File: config.mk
export PLATFORM = sky130hd
export DESIGN_NAME = ram_shift_reg_dual_tap
export DESIGN_NICKNAME = d
export VERILOG_FILES = /design/src/rtl/ram_shift_reg_dual_tap.sv
export SDC_FILE = /design/constraint.sdc
export NUM_CORES = 1
export LEC_CHECK = 0
export ABC_AREA = 0
export BUFFER_PORTS_ARGS = -buffer_cell sky130_fd_sc_hd__buf_2
export CORE_MARGIN = 8
export CORE_UTILIZATION = 28
export DETAILED_ROUTE_END_ITERATION = 10
export PLACE_DENSITY = 0.5
export SETUP_SLACK_MARGIN = 0.1
export SLEW_MARGIN = 0
export SYNTH_ARGS = -nofsm -noshare
export SYNTH_HDL_FRONTEND = slang
export SYNTH_SLANG_ARGS = --single-unit
File: constraint.sdc
create_clock -name clk -period 3.06 [get_ports clk]
set_clock_uncertainty 0.05 [all_clocks]
set_input_delay 0.612 -clock clk [delete_from_list [all_inputs] [get_ports clk]]
set_output_delay 0.612 -clock clk [all_outputs]
set_load 0.01 [all_outputs]
File: src/rtl/ram_shift_reg_dual_tap.sv
// ram_shift_reg_dual_tap: RAM circular-buffer delay line with two registered, independently delayed taps
// Ports: clk, Reset (async active-low), CE (shift/read enable), SCLR (sync clear), SSET (sync set),
//        Din (data in), ADDR_A/ADDR_B (tap delays, clamped to WDEPTH-1),
//        Q_A/Q_B (registered tap data), VALID_A/VALID_B (tap holds real shifted data)
module ram_shift_reg_dual_tap #(
  parameter int DSIZE     = 8,
  parameter int WDEPTH    = 16,
  parameter int ADDR_MODE = 0,
  parameter int ASIZE     = $clog2(WDEPTH)
) (
  input  logic             clk,
  input  logic             Reset,
  input  logic             CE,
  input  logic             SCLR,
  input  logic             SSET,
  input  logic [DSIZE-1:0] Din,
  input  logic [ASIZE-1:0] ADDR_A,
  input  logic [ASIZE-1:0] ADDR_B,
  output logic [DSIZE-1:0] Q_A,
  output logic [DSIZE-1:0] Q_B,
  output logic             VALID_A,
  output logic             VALID_B
);
  localparam logic [ASIZE:0]   DEPTH = (ASIZE+1)'(WDEPTH);
  localparam logic [ASIZE-1:0] LAST  = ASIZE'(WDEPTH-1);
  logic [DSIZE-1:0] mem [WDEPTH];
  logic [ASIZE-1:0] wp_q, wp_d;
  logic [1:0][ASIZE-1:0] addr;
  logic [1:0][DSIZE-1:0] q;
  logic [1:0] valid;
  logic wr;
  assign addr    = {ADDR_B, ADDR_A};
  assign Q_A     = q[0];
  assign Q_B     = q[1];
  assign VALID_A = valid[0];
  assign VALID_B = valid[1];
  assign wr      = CE && !SCLR && !SSET;
  always_comb wp_d = SCLR ? '0 : !wr ? wp_q : (wp_q == LAST) ? '0 : wp_q + 1'b1;
  always_ff @(posedge clk) if (wr) mem[wp_q] <= Din;
  always_ff @(posedge clk or negedge Reset)
    if (!Reset) wp_q <= '0;
    else wp_q <= wp_d;
  for (genvar t = 0; t < 2; t++) begin : g_tap
    logic [ASIZE-1:0] d, rd, addr_q;
    logic [ASIZE:0] fill_q, fill_d, fill_inc;
    logic [DSIZE-1:0] q_q, q_d, rdata;
    logic vld_q, vld_d, vld_n, flush;
    always_comb begin
      d        = ({1'b0, addr[t]} >= DEPTH) ? LAST : addr[t];
      // modulo subtraction that also works when WDEPTH is not a power of two
      rd       = (wp_q >= d) ? wp_q - d : ASIZE'({1'b0, wp_q} + DEPTH - {1'b0, d});
      // delay 0 bypasses the RAM: the sample being written this edge is the answer
      rdata    = (d == '0) ? Din : mem[rd];
      flush    = (ADDR_MODE != 0) && (addr[t] != addr_q);
      fill_inc = (fill_q == DEPTH) ? fill_q : fill_q + 1'b1;
      vld_n    = fill_inc > {1'b0, d};
      fill_d   = (SCLR || flush) ? '0 : !wr ? fill_q : fill_inc;
      vld_d    = (SCLR || flush) ? 1'b0 : !wr ? vld_q : vld_n;
      q_d      = SCLR ? '0 : SSET ? '1 : flush ? '0 : !CE ? q_q : vld_n ? rdata : '0;
    end
    always_ff @(posedge clk or negedge Reset)
      if (!Reset) begin
        addr_q <= '0;
        fill_q <= '0;
        vld_q  <= 1'b0;
        q_q    <= '0;
      end else begin
        addr_q <= addr[t];
        fill_q <= fill_d;
        vld_q  <= vld_d;
        q_q    <= q_d;
      end
    assign q[t]     = q_q;
    assign valid[t] = vld_q;
  end
endmodule

==> results.md, run 1 <==
- In this run the horizontal extent of the chip is 188 um.
- The number of placement rows is 63.
- Summed over all cells, the static leakage comes to 0.00345 uW.
- After synthesis the cells add up to about 8300 sq um.
- The worst-case IR drop observed on VDD is between 200 and 250 uV.
- The vias after detailed routing is 5209.
- Clock-pin slew was measured on the worst setup and hold paths at 0.07 ns.
- The min-delay analysis places its worst path in the category primary input to asynchronous set/reset pin.
- The post-synthesis share of cell area spent on full adders, half adders and majority gates is 3.80%.
- The fraction of registers with async set or reset after synthesis is 20.0%.
- The number of filler cells placed in the layout is 2822.
- The worst pin sits at a relative slew slack of 45.2%.
- The most used flip-flop cell after synthesis is sky130_fd_sc_hd__edfxtp_1.
- For this run, the number of Yosys warnings is 0.
- The DRC violation count after routing is 0.
- The category of the worst setup path capture point is a flip-flop.
- After global routing the overflow that remains totals 0.
- Setup repair after global routing left no endpoint under its margin.
- The number of antenna violations at the first check in global routing came to 2.
- The total count of max-transition violations in the final report is 0.
- The placement-stage cell area is 9160 sq um.
- After routing the design area is between 9000 and 10000 sq um.
- The flow ran to the end, and the final reports show no timing, DRC or antenna violations.
- The global placement routability congestion is 0.808.
- The shortest clock period the worst path allows after layout is ~2.8 ns.
- The global router's overall resource usage is around 13%.
- The initial utilization of the core area, before any placement, comes to about 28%.
- The floorplan step defined a core boundary enclosing 29400 sq um.
- In the final layout, the multi-input gates occupy about 3500 sq um.
- The synthesis-stage register bit count is 160.
- The number of sinks on the clock net is 160.
- The compound-cell area share of the yosys netlist is between 9 and 10%.
- When the netlist entered floorplanning its net count stood at roughly 570.
- The share of synthesized cell area in and, or, nand and nor gates is 5.32%.
- Dividing total power by cell area gives a power density of 554 nW/um^2.
- The worst-skew pair later-pin latency is 0.42 ns.
- Compared with the post-synthesis result, the final layout area differs by 18.0%.
- The pre-antenna-repair detailed-routing pass consisted of 5 iterations.
- Dividing the synthesized area by the synthesized cell count gives between 15 and 20 sq um.
- Max-cap violations in this run came to 0.
- Timing analysis after detailed placement gives a worst setup slack of 0.114 ns.
- The top fanout value on the critical path is 8.
- The clock tree from TritonCTS is built.
- Setup violations remaining at the end of the flow were counted as 0.
- The fraction of synthesized area in multiplexers is 21.8%.
- In this run, distinct cell masters in the synthesized netlist total 54.
- The number of enable flip-flop cells after synthesis is 128.
- The average wire per standard cell is 23.6 um.
- The sequential cell area is between 4000 and 5000 sq um.
- CTS placed an instance of sky130_fd_sc_hd__clkbuf_16 at the clock tree root.
- The fraction of layout cells with a size suffix above 1 is 35.9%.
- Timing would allow up to 0.353 GHz.
- For this block, the routed nets add up to approximately 23000 um of wire.
- The HPWL reported at the end of detailed placement is about 16000 um.
- By area, the combinational part of the netlist is dominated by multiplexers.
- The fraction of the yosys area taken by sequential cells is 56.0%.
- Using the TritonRoute via totals, the vias-per-cell ratio works out to 5.25.
- During I/O placement, the number of pins put on the boundary was 39.
- The number of global-route vias before repair came to approximately 5600.
- The type of origin of the critical path is a flip-flop.
- The final worst-path cycle share is 92.6%.
- The final-layout worst hold slack is about 0.23 ns.
- At the end of the flow the core is filled with cells to ~33%.
- The number of clock buffers added by TritonCTS is 17.
- After the first detailed-routing iteration, the DRC count stood at 314.
- The vertical extent of the die is 188 um.
- The number of levels in the clock H-tree is 4.
- In the post-route analysis, the smallest setup slack over all paths is 0.226 ns.
- The critical path data arrival time is just over 3 ns.
- The die covers 35400 sq um.
- The total negative slack is 0 ns.
- Data on the critical path is required at its endpoint by roughly 3.3 ns.
- Buffers inserted to repair hold after CTS numbered 0.
- The number of input and output port buffers inserted is 38.
- Counting every instance in the synthesized netlist gives 524.
- In this run the remaining antenna-violating nets after routing total 0.
- The number of hold violations in the final report was 0.
- The transition time at the pin with the least slew margin is 0.823 ns.
- For this run, the post-layout net count is ~630.
- The count of cells along the worst register-to-register path is 11.
- The xor and xnor area share after synthesis is 1.55%.
- Entering global routing, the biggest net connects 33 pins.
- The wire length of the first global-routing pass is 35300 um.
- The maximum buffer depth of the clock tree is 2.
- By startpoint and endpoint, the worst setup path is classified as flip-flop to flip-flop.
-- kinds of logic (layout without fill, tap and decap cells) --
| group | Yosys count | count (layout) |
|---|---|---|
| xor gates and xnor gates | 13 | 13 |
| buffers and inverters | 43 | 121 |
| and+or+nand+nor | 71 | 71 |
| adders and majority gates | 24 | 24 |
| AOI/OAI and AO/OA | 116 | 116 |
| other | 0 | 1 |
| muxes | 97 | 97 |
| DFF | 160 | 160 |
-- registers in the layout (all words and copies together) (netlist names) --
| signal | cells |
|---|---|
| wp_q | 4 |
| VALID_B | 1 |
| g_tap.fill_q | 10 |
| Q_A | 8 |
| VALID_A | 1 |
| mem | 128 |
| Q_B | 8 |
-- critical path, cell delays in order, from the launching register on --
cell and delay [ns]:
sky130_fd_sc_hd__dfrtp_1 0.44, sky130_fd_sc_hd__inv_2 0.10, sky130_fd_sc_hd__ha_1 0.14, sky130_fd_sc_hd__and4bb_2 0.26, sky130_fd_sc_hd__mux2_1 0.37, sky130_fd_sc_hd__ha_1 0.30
sky130_fd_sc_hd__nor2b_1 0.13, sky130_fd_sc_hd__o211ai_1 0.12, sky130_fd_sc_hd__a211oi_2 0.22, sky130_fd_sc_hd__buf_6 0.18, sky130_fd_sc_hd__o22ai_1 0.11, sky130_fd_sc_hd__o32ai_2 0.31
-- power breakdown --
| part | leakage [uW] | switching, uW | total [uW] | internal [uW] |
|---|---|---|---|---|
| Sequential | 0.00158 | 24.2 | 2400 | 2380 |
| Combinational | 0.00159 | 479 | 908 | 430 |
| Clock | 0.000279 | 901 | 2120 | 1220 |
| Total | 0.00345 | 1400 | 5430 | 4020 |
-- layer usage --
layer / GRT usage (%) / vias up / wire length, um
li1: - / 2268 / -
met3: 3.42 / 25 / 1630
met5: 0 / - / 12
met2: 23.1 / 193 / 12000
met1: 16.2 / 2721 / 9480
met4: 4.00 / 2 / 280
-- synth_stat cells (3+ instances only) --
library cell / instances / area [sq um]
sky130_fd_sc_hd__nand3_1: 5 / 25.0
sky130_fd_sc_hd__nand2b_1: 3 / 18.8
sky130_fd_sc_hd__dfrtp_1: 32 / 801
sky130_fd_sc_hd__clkbuf_1: 9 / 33.8
sky130_fd_sc_hd__buf_2: 5 / 25.0
sky130_fd_sc_hd__inv_1: 15 / 56.3
sky130_fd_sc_hd__and2_1: 17 / 106
sky130_fd_sc_hd__mux2_2: 30 / 338
sky130_fd_sc_hd__nor2b_1: 6 / 37.5
sky130_fd_sc_hd__a22o_1: 8 / 70.1
sky130_fd_sc_hd__ha_1: 22 / 275
sky130_fd_sc_hd__a21o_1: 5 / 37.5
sky130_fd_sc_hd__edfxtp_1: 128 / 3840
sky130_fd_sc_hd__nand2_1: 8 / 30.0
sky130_fd_sc_hd__buf_4: 6 / 45.0
sky130_fd_sc_hd__buf_1: 6 / 22.5
sky130_fd_sc_hd__o22ai_1: 15 / 93.8
sky130_fd_sc_hd__mux4_2: 64 / 1440
sky130_fd_sc_hd__o32ai_1: 15 / 131
sky130_fd_sc_hd__nor2_1: 11 / 41.3
sky130_fd_sc_hd__o21ai_0: 7 / 35.0
sky130_fd_sc_hd__xnor2_1: 9 / 78.8
sky130_fd_sc_hd__a21oi_1: 50 / 250
sky130_fd_sc_hd__nor3_1: 3 / 15.0
-- final timing paths --
path / from / endpoint / slack, ns
worst max-delay path: g_tap[0].fill_q[0] / Q_A[4] / 0.23
worst min-delay path: Reset / Q_B[7] / 0.23
worst max register to register: g_tap[0].fill_q[0] / Q_A[4] / 0.23
worst min register to register: VALID_A / VALID_A / 0.45
max in group asynchronous: Reset / g_tap[0].fill_q[0] / 2.21
min in group clk: SCLR / g_tap[1].fill_q[0] / 0.44
-- placed cells by master (no fill, tap or decap), types with 3 or more instances in the layout --
cell,n
sky130_fd_sc_hd__and2_1,17
sky130_fd_sc_hd__mux4_2,64
sky130_fd_sc_hd__a21oi_1,50
sky130_fd_sc_hd__nand2b_1,3
sky130_fd_sc_hd__o22ai_1,15
sky130_fd_sc_hd__clkbuf_16,17
sky130_fd_sc_hd__dfrtp_1,32
sky130_fd_sc_hd__clkinv_4,3
sky130_fd_sc_hd__buf_12,6
sky130_fd_sc_hd__o32ai_1,12
sky130_fd_sc_hd__inv_6,4
sky130_fd_sc_hd__a21o_1,5
sky130_fd_sc_hd__buf_2,38
sky130_fd_sc_hd__o21ai_0,7
sky130_fd_sc_hd__edfxtp_1,128
sky130_fd_sc_hd__buf_4,29
sky130_fd_sc_hd__a22o_1,8
sky130_fd_sc_hd__mux2_2,30
sky130_fd_sc_hd__xnor2_1,9
sky130_fd_sc_hd__ha_1,20
sky130_fd_sc_hd__nand3_1,5
sky130_fd_sc_hd__nor2_1,11
sky130_fd_sc_hd__nor3_1,3
sky130_fd_sc_hd__o32ai_2,3
sky130_fd_sc_hd__inv_1,14
sky130_fd_sc_hd__nor2b_1,6
sky130_fd_sc_hd__nand2_1,8
-- final cells by class --
type                    instances  area share (%)
inverters                      15           0.575
multi-input cells             321            35.5
clock inverters                14            1.58
well taps                     390            4.98
flip-flops and latches        160            47.4
diodes                          1          0.0256
repair buffers                 74            5.51
clock buffers                  18            4.38
-- repair_timing --
item / CTS / global route
setup buffers: 0 / 2
pin swaps: 0 / 1
endpoints found under the setup margin: 1 / 8
resized for setup: 1 / 4
-- through the flow --
stage	power (uW)	std cells
6_report	5430	993
5_1_grt	5610	992
4_1_cts	5480	990
3_5_place_dp	3360	958
3_3_place_gp	3350	958
2_1_floorplan	3030	524
Note: power is estimated with default switching activity, not from simulation.
==> inputs of run 2 (changes only) <==
--- a/config.mk
+++ b/config.mk
@@ -7,10 +7,12 @@
 export LEC_CHECK = 0
 export ABC_AREA = 0
 export BUFFER_PORTS_ARGS = -buffer_cell sky130_fd_sc_hd__buf_2
+export CAP_MARGIN = 40
 export CORE_MARGIN = 8
 export CORE_UTILIZATION = 28
 export DETAILED_ROUTE_END_ITERATION = 10
 export PLACE_DENSITY = 0.5
+export REMOVE_ABC_BUFFERS = 1
 export SETUP_SLACK_MARGIN = 0.1
 export SLEW_MARGIN = 0
 export SYNTH_ARGS = -nofsm -noshare
==> results.md, run 2 (synthesized netlist as in run 1, its figures left out) <==
- The run finished with clean final reports.
- Leaving out fill and tap cells, the most frequent cell in the layout is sky130_fd_sc_hd__edfxtp_1.
- The core region is between 20000 and 30000 sq um.
- The static leakage is 0.00344 uW.
- The remaining antenna violation count is 0.
- The first-pass detailed-route iteration total is 5.
- The number of violations reported at the end of detailed-routing iteration 0 is 384.
- In this design, the largest share of critical-path delay is due to adder cells.
- The internal power component is 4000 uW.
- The transition time at the pin with the least slew margin is 0.846 ns.
- The maximum buffer depth of the clock tree is 2.
- In the final routing, the length of wire on met1 measures roughly 10000 um.
- Measured against its own limit, the worst slew margin works out to between 40% and 50%.
- The number of hold violations in the final report was 0.
- The first global-routing pass estimated 34800 um of wire.
- STA classifies the critical path endpoint as a flip-flop.
- Summed over all nets, the switching power comes to around 1400 uW.
- The final critical path takes up 92.4% of the cycle.
- In the final layout, the registers with the most flip-flops are mem (128), g_tap.fill_q (10).
- The number of nets in the finished design is 632.
- In this run the worst path has a maximum fanout of 32.
- Leaving out fill and tap cells, the most frequent cells in the layout are sky130_fd_sc_hd__edfxtp_1, sky130_fd_sc_hd__mux4_2, sky130_fd_sc_hd__a21oi_1, sky130_fd_sc_hd__buf_2, sky130_fd_sc_hd__dfrtp_1.
- The amount of wire on met3 after detailed routing is approximately 1200 um.
- Summed over all layers, the global routing overflow is 0.
- Pin placement for this block handled 39 I/O pins.
- The die span in x is 188 um.
- The number of sinks on the clock net is 160.
- For this design, the slowest cell found on the critical path is sky130_fd_sc_hd__fa_1.
- Clock-pin slew was measured on the worst setup and hold paths at 0.07 ns.
- The vertical extent of the die is 188 um.
- The critical path data arrival time is approximately 3.1 ns.
- The starting density of the core is 28.2%.
- The vias after detailed routing is 5204.
- The global placement routability congestion is between 0.8 and 0.9.
- The number of maximum-capacitance violations is 0.
- Per report_power, the sequential group accounts for 44.2% of the total.
- The critical path goes through inv_1 -> ha_2 -> inv_1 -> fa_1 -> buf_12 -> mux4_2 -> mux2_2 -> a21oi_1 -> o32ai_1.
- The total count of max-transition violations in the final report is 0.
- Data on the critical path is required at its endpoint by 3.28 ns.
- The number of levels in the clock H-tree is 4.
- For this run, design rule violations remaining after detail routing come to 0.
- Setup slack on the worst reg-to-reg path comes out at around 0.23 ns.
- In this run the tool buffered the top-level ports with 38 buffer cells.
- The register with the most flip-flops in the final layout is mem.
- The HPWL reported at the end of detailed placement is roughly 15000 um.
- The maximum ir drop on the vdd rail is 383 uV.
- The post-place setup slack is 0.175 ns.
- The worst setup path is launched from a flip-flop.
- Entering global routing, the biggest net connects 33 pins.
- Cells with a size suffix above 1 make up 36.0% of the layout.
- The type of the worst setup path is flip-flop to flip-flop.
- From synthesis to final layout, the design area changed by 17.9%.
- The final-layout worst hold slack is 0.235 ns.
- TritonCTS created 17 clock buffers.
- The worst-skew pair later-pin latency is 0.43 ns.
- Of the total power, the share spent switching nets is 26.5%.
- In the post-route analysis, the smallest setup slack over all paths is 0.233 ns.
- The worst path needs 2.83 ns of the cycle, external delays included.
- The number of diodes is 0.
- Setup violations remaining at the end of the flow were counted as 0.
- Across every metal layer, demand over resource in global routing totals 13.1%.
- After detailed routing, the number of vias per cell comes to 5.26.
- The min-delay analysis places its worst path in the category primary input to asynchronous set/reset pin.
- Counting both buffers and inverters, the worst setup path holds a total of 3.
- The number of global-route vias before repair was about 5400.
- After detailed routing, no signal wire sits above met4.
- The total power density per cell area is 555 nW/um^2.
- The delay of the slowest critical-path stage is 0.53 ns.
- In this run, the clock network consumes between 30% and 40% of the power.
- The amount of wire on met2 after detailed routing is 10900 um.
- Setup repair after global routing left no endpoint under its margin.
- Counting stages on the worst path, the most repeated cell is sky130_fd_sc_hd__inv_1.
- The number of placement rows is 63.
- After clock tree synthesis, the flow added hold-fix buffers numbering 0.
- The clock tree from TritonCTS is built.
- The floorplan step defined a die boundary enclosing between 30000 and 40000 sq um.
- The number of flip-flops under the largest register name is between 100 and 150.
- CTS placed an instance of sky130_fd_sc_hd__clkbuf_16 at the clock tree root.
- Combinational logic is responsible for between 15 and 20% of the overall power.
- The final layout contains routed wiring with a total length of about 23000 um.
- Based on the critical path, the design can be clocked at up to between 0.3 and 0.4 GHz.
- The number of antenna violations at the first check in global routing is 0.
- The average wire per standard cell is ~23 um.
[run 2: cell types whose count changed in the layout (fill, tap and decap cells not counted), sizes merged]
cell / change
clkinv: -1
clkinvlp: +1
bufinv: -1
diode: -1
clkbuf: +1
buf: -2
[run 2: layout make-up]
type | instances | area (sq um)
Inverter | 15 | 56.3
Clock buffer | 19 | 453
Tap cell | 390 | 488
Sequential cell | 160 | 4640
Timing Repair Buffer | 72 | 520
Clock inverter | 13 | 144
Fill cell | 2837 | 19600
Multi-Input combinational cell | 321 | 3470
[run 2: power groups by stage]
stage	clock network, uW	logic [uW]	registers [uW]
floorplan	0	558	2450
global placement	0	870	2450
detailed placement	0	884	2450
CTS	2180	889	2400
global route	2270	947	2410
finish	2150	881	2400
[run 2: through the flow]
step | area, sq um | instances | setup TNS (ns) | total power, uW | util (%)
after floorplan | 8150 | 496 | -2.07 | 3010 | -
after global placement | 9140 | 955 | 0 | 3320 | 31.1
after detailed placement | 9150 | 956 | 0 | 3330 | 31.1
after CTS | 9740 | 988 | 0 | 5470 | 33.1
after global routing | 9780 | 990 | 0 | 5620 | 33.3
final | 9780 | 990 | 0 | 5430 | 33.3
[run 2: repair_timing]
| item | 4_1_cts | 5_1_grt |
|---|---|---|
| setup buffers | 0 | 2 |
| setup endpoints to repair | 0 | 8 |
| resized for setup | 0 | 3 |
| endpoints found under the hold margin | 0 | 0 |
[run 2: per-layer routing]
layer	up-vias	global-route usage, %
met3	24	2.97
met4	0	3.45
met2	154	20.9
met1	2753	17.7
li1	2273	-
met5	-	0
[run 2: worst paths after layout]
kind / startpoint / endpoint / cells past startpoint
min: Reset / g_tap[1].fill_q[0] / 1
max in group asynchronous: Reset / Q_B[3] / 1
min in group clk: VALID_B / VALID_B / 2
max: wp_q[0] / Q_B[2] / 9
min reg2reg: VALID_B / VALID_B / 2
max reg2reg: wp_q[0] / Q_B[2] / 9
==> inputs of run 3 (changes only) <==
--- a/config.mk
+++ b/config.mk
@@ -7,7 +7,7 @@
 export LEC_CHECK = 0
 export ABC_AREA = 0
 export BUFFER_PORTS_ARGS = -buffer_cell sky130_fd_sc_hd__buf_2
-export CAP_MARGIN = 40
+export CAP_MARGIN = 30
 export CORE_MARGIN = 8
 export CORE_UTILIZATION = 28
 export DETAILED_ROUTE_END_ITERATION = 10
==> constraint.sdc (replaced) <==
create_clock -name clk -period 3.5 [get_ports clk]
set_clock_uncertainty 0.05 [all_clocks]
set_input_delay 0.7 -clock clk [delete_from_list [all_inputs] [get_ports clk]]
set_output_delay 0.7 -clock clk [all_outputs]
set_load 0.01 [all_outputs]
==> results.md, run 3 (synthesized netlist as in run 1, its figures left out) <==
- The path category of the worst min-delay check is primary input to asynchronous set/reset pin.
- The post-place setup slack is 0.391 ns.
- The floorplan step defined a die boundary enclosing 35400 sq um.
- After global routing, the most crowded layer is met2.
- The die span in x is 188 um.
- Excluding fillers, the count of instances in the completed layout stands at 963.
- Leaving out fill and tap cells, the most frequent cell in the layout is sky130_fd_sc_hd__edfxtp_1.
- The critical path goes through inv_1 -> ha_1 -> and4bb_2 -> mux2_1 -> ha_1 -> nor2b_1 -> o211ai_1 -> a211oi_2 -> o22ai_1 -> o32ai_1.
- The library cell contributing the largest single delay on the critical path is sky130_fd_sc_hd__a211oi_2.
- Once detail routing completed, the nets flagged for antenna violations numbered 0.
- The number of antenna diodes in the final layout is 0.
- The category of the worst setup path capture point is a flip-flop.
- In this run, post-CTS hold repair placed 0 buffers.
- The static leakage is 0.00328 uW.
- Global routing consumed, over all layers together, 12.7% of the routing resources.
- In this run the worst path has a maximum fanout of 8.
- Across the VDD grid, the largest voltage drop is between 300 and 400 uV.
- The flow ran to the end, and the final reports show no timing, DRC or antenna violations.
- The placed instances occupy a cell area of 8950 sq um.
- The first global-routing pass estimated 33700 um of wire.
- The maximum number of pins on one net before global-route repair is 33.
- The number of global-route vias before repair is 5425.
- The worst path in the final design needs a cycle of around 3.2 ns, including I/O delays and setup.
- The top cell types in the final layout, fill and taps aside, are sky130_fd_sc_hd__edfxtp_1, sky130_fd_sc_hd__mux4_2, sky130_fd_sc_hd__a21oi_1, sky130_fd_sc_hd__buf_2, sky130_fd_sc_hd__dfrtp_1.
- After filler insertion, the fill cell instance count of the layout stands at ~2800.
- The root buffer cell is sky130_fd_sc_hd__clkbuf_16.
- The region available for standard cell placement spans approximately 29000 sq um.
- The total congestion overflow after global routing is 0.
- The number of hold violations in the final report is 0.
- Once the clock tree was built, the resizer swapped 0 gates to a different size.
- After the last flow step, the layout net total stands at ~600.
- The kind of cell with the highest combined delay on the critical path is compound AO/OA/AOI/OAI gates.
- The fraction of layout cells with a size suffix above 1 is 32.1%.
- The critical path data arrival time is roughly 3.4 ns.
- Summed over all failing endpoints, the final setup total negative slack is 0 ns.
- The number of antenna violations at the first check in global routing is 0.
- For this run, design rule violations remaining after detail routing come to 0.
- After floorplanning, the core was divided into 63 placement rows.
- The type of the worst setup path is flip-flop to flip-flop.
- The register with the most flip-flops in the layout has between 100 and 150 of them.
- For this run, the slowest stage of the critical path takes slightly above 0.6 ns.
- The global placement routability congestion is 0.820.
- The required time of the critical path is 3.75 ns.
- Global routing used 21.1% of the available met2 tracks.
- The count of endpoints failing setup in the final report is 0.
- The number of violations reported at the end of detailed-routing iteration 0 is between 300 and 400.
- The headroom to the max-slew limit is around 31%.
- Clock-pin slew was measured on the worst setup and hold paths at approximately 0.060 ns.
- Dividing the final minimum period by the clock period gives about nine tenths.
- The count of placed standard cells including taps is 933.
- The total count of max-transition violations in the final report was 0.
- The number of input and output port buffers inserted is 38.
- During I/O placement, the number of pins put on the boundary was 39.
- After layout, the worst setup slack is 0.339 ns.
- The register with the most flip-flops in the final layout is mem.
- Before antenna repair, the detailed router went through 4 iterations.
- The number of levels in the clock H-tree is 4.
- The transition time at the pin with the least slew margin is 1.03 ns.
- The maximum buffer depth of the clock tree is 2.
- For the worst-skew pair, the clock arrives at the later sink with an insertion delay of 0.42 ns.
- The number of maximum-capacitance violations is 0.
- The area of all placed cells without fillers is 9510 sq um.
- Based on the critical path, the design can be clocked at up to around 0.32 GHz.
- The die is 188 um tall.
- Setup repair after global routing left no endpoint under its margin.
- Detailed routing inserted a total of 5087 vias.
- After detailed routing, the total wire length is between 20000 and 25000 um.
- The HPWL reported at the end of detailed placement is 14900 um.
- For met3 alone, demand over resource in global routing was 2.54%.
- For met1 alone, demand over resource in global routing was 16.5%.
- The cell that appears most often on the critical path is sky130_fd_sc_hd__ha_1.
- The starting density of the core is 28.2%.
- The clock drives 160 sinks.
- The average wire per standard cell is 23.3 um.
- The number of buffers added for setup after CTS is 0.
- Using the TritonRoute via totals, the vias-per-cell ratio works out to 5.28.
- Power spread over the standard cell area amounts to 492 nW/um^2.
- The type of origin of the critical path is a flip-flop.
- TritonCTS built the clock tree.
- The largest registers in the layout are mem (128), g_tap.fill_q (10).
- The number of buffers and inverters on the critical path is 1.
- The number of buffers inserted during clock tree synthesis is 17.
- From synthesis to final layout, the design area changed by 14.7%.
==> run 3: cell types whose count changed in the layout (fill, tap and decap cells not counted), sizes merged <==
cell / before / now
buf: 72 / 47
bufinv: 1 / 2
clkbuf: 19 / 18
clkinvlp: 3 / 2
inv: 20 / 19
==> run 3: area by class of cell <==
| type | instances | area (sq um) | share of cell area, % |
|---|---|---|---|
| multi-input combinational | 321 | 3450 | 36.3 |
| inverter | 15 | 56.3 | 0.592 |
| sequential | 160 | 4640 | 48.8 |
| timing repair buffer | 47 | 308 | 3.24 |
| tap | 390 | 488 | 5.13 |
| clock inverter | 12 | 135 | 1.42 |
| clock buffer | 18 | 429 | 4.51 |
==> run 3: path summary, 6_finish.rpt <==
path / slack (ns) / start / endpoint / cells after the start
setup / recovery: 0.34 / g_tap[0].fill_q[0] / Q_A[4] / 10
hold / removal: 0.33 / Reset / g_tap[1].fill_q[2] / 1
setup reg to reg: 0.34 / g_tap[0].fill_q[0] / Q_A[4] / 10
hold reg to reg: 0.42 / VALID_B / VALID_B / 2
max in group asynchronous: 2.54 / Reset / Q_A[4] / 1
min in group clk: 0.42 / VALID_B / VALID_B / 2
==> run 3: per-stage QoR <==
step	hold slack (ns)	utilization [%]	total power, uW
after global routing	0.369	32.4	4840
after floorplan	0.354	-	2630
after detailed placement	0.416	30.4	2900
final	0.331	32.4	4680
after CTS	0.344	32.4	4730
after global placement	0.411	30.4	2880
==> run 3: per-layer routing <==
layer	vias to the layer above	part of all wire, %
met2	141	50
met3	19	4.6
met1	2718	44
li1	2209	-
met4	0	1.6
met5	-	0
==> run 3: where the power goes <==
part / internal (uW) / switching (uW)
combinational: 354 / 391
sequential: 2080 / 25.3
clock: 1050 / 784
total: 3480 / 1200
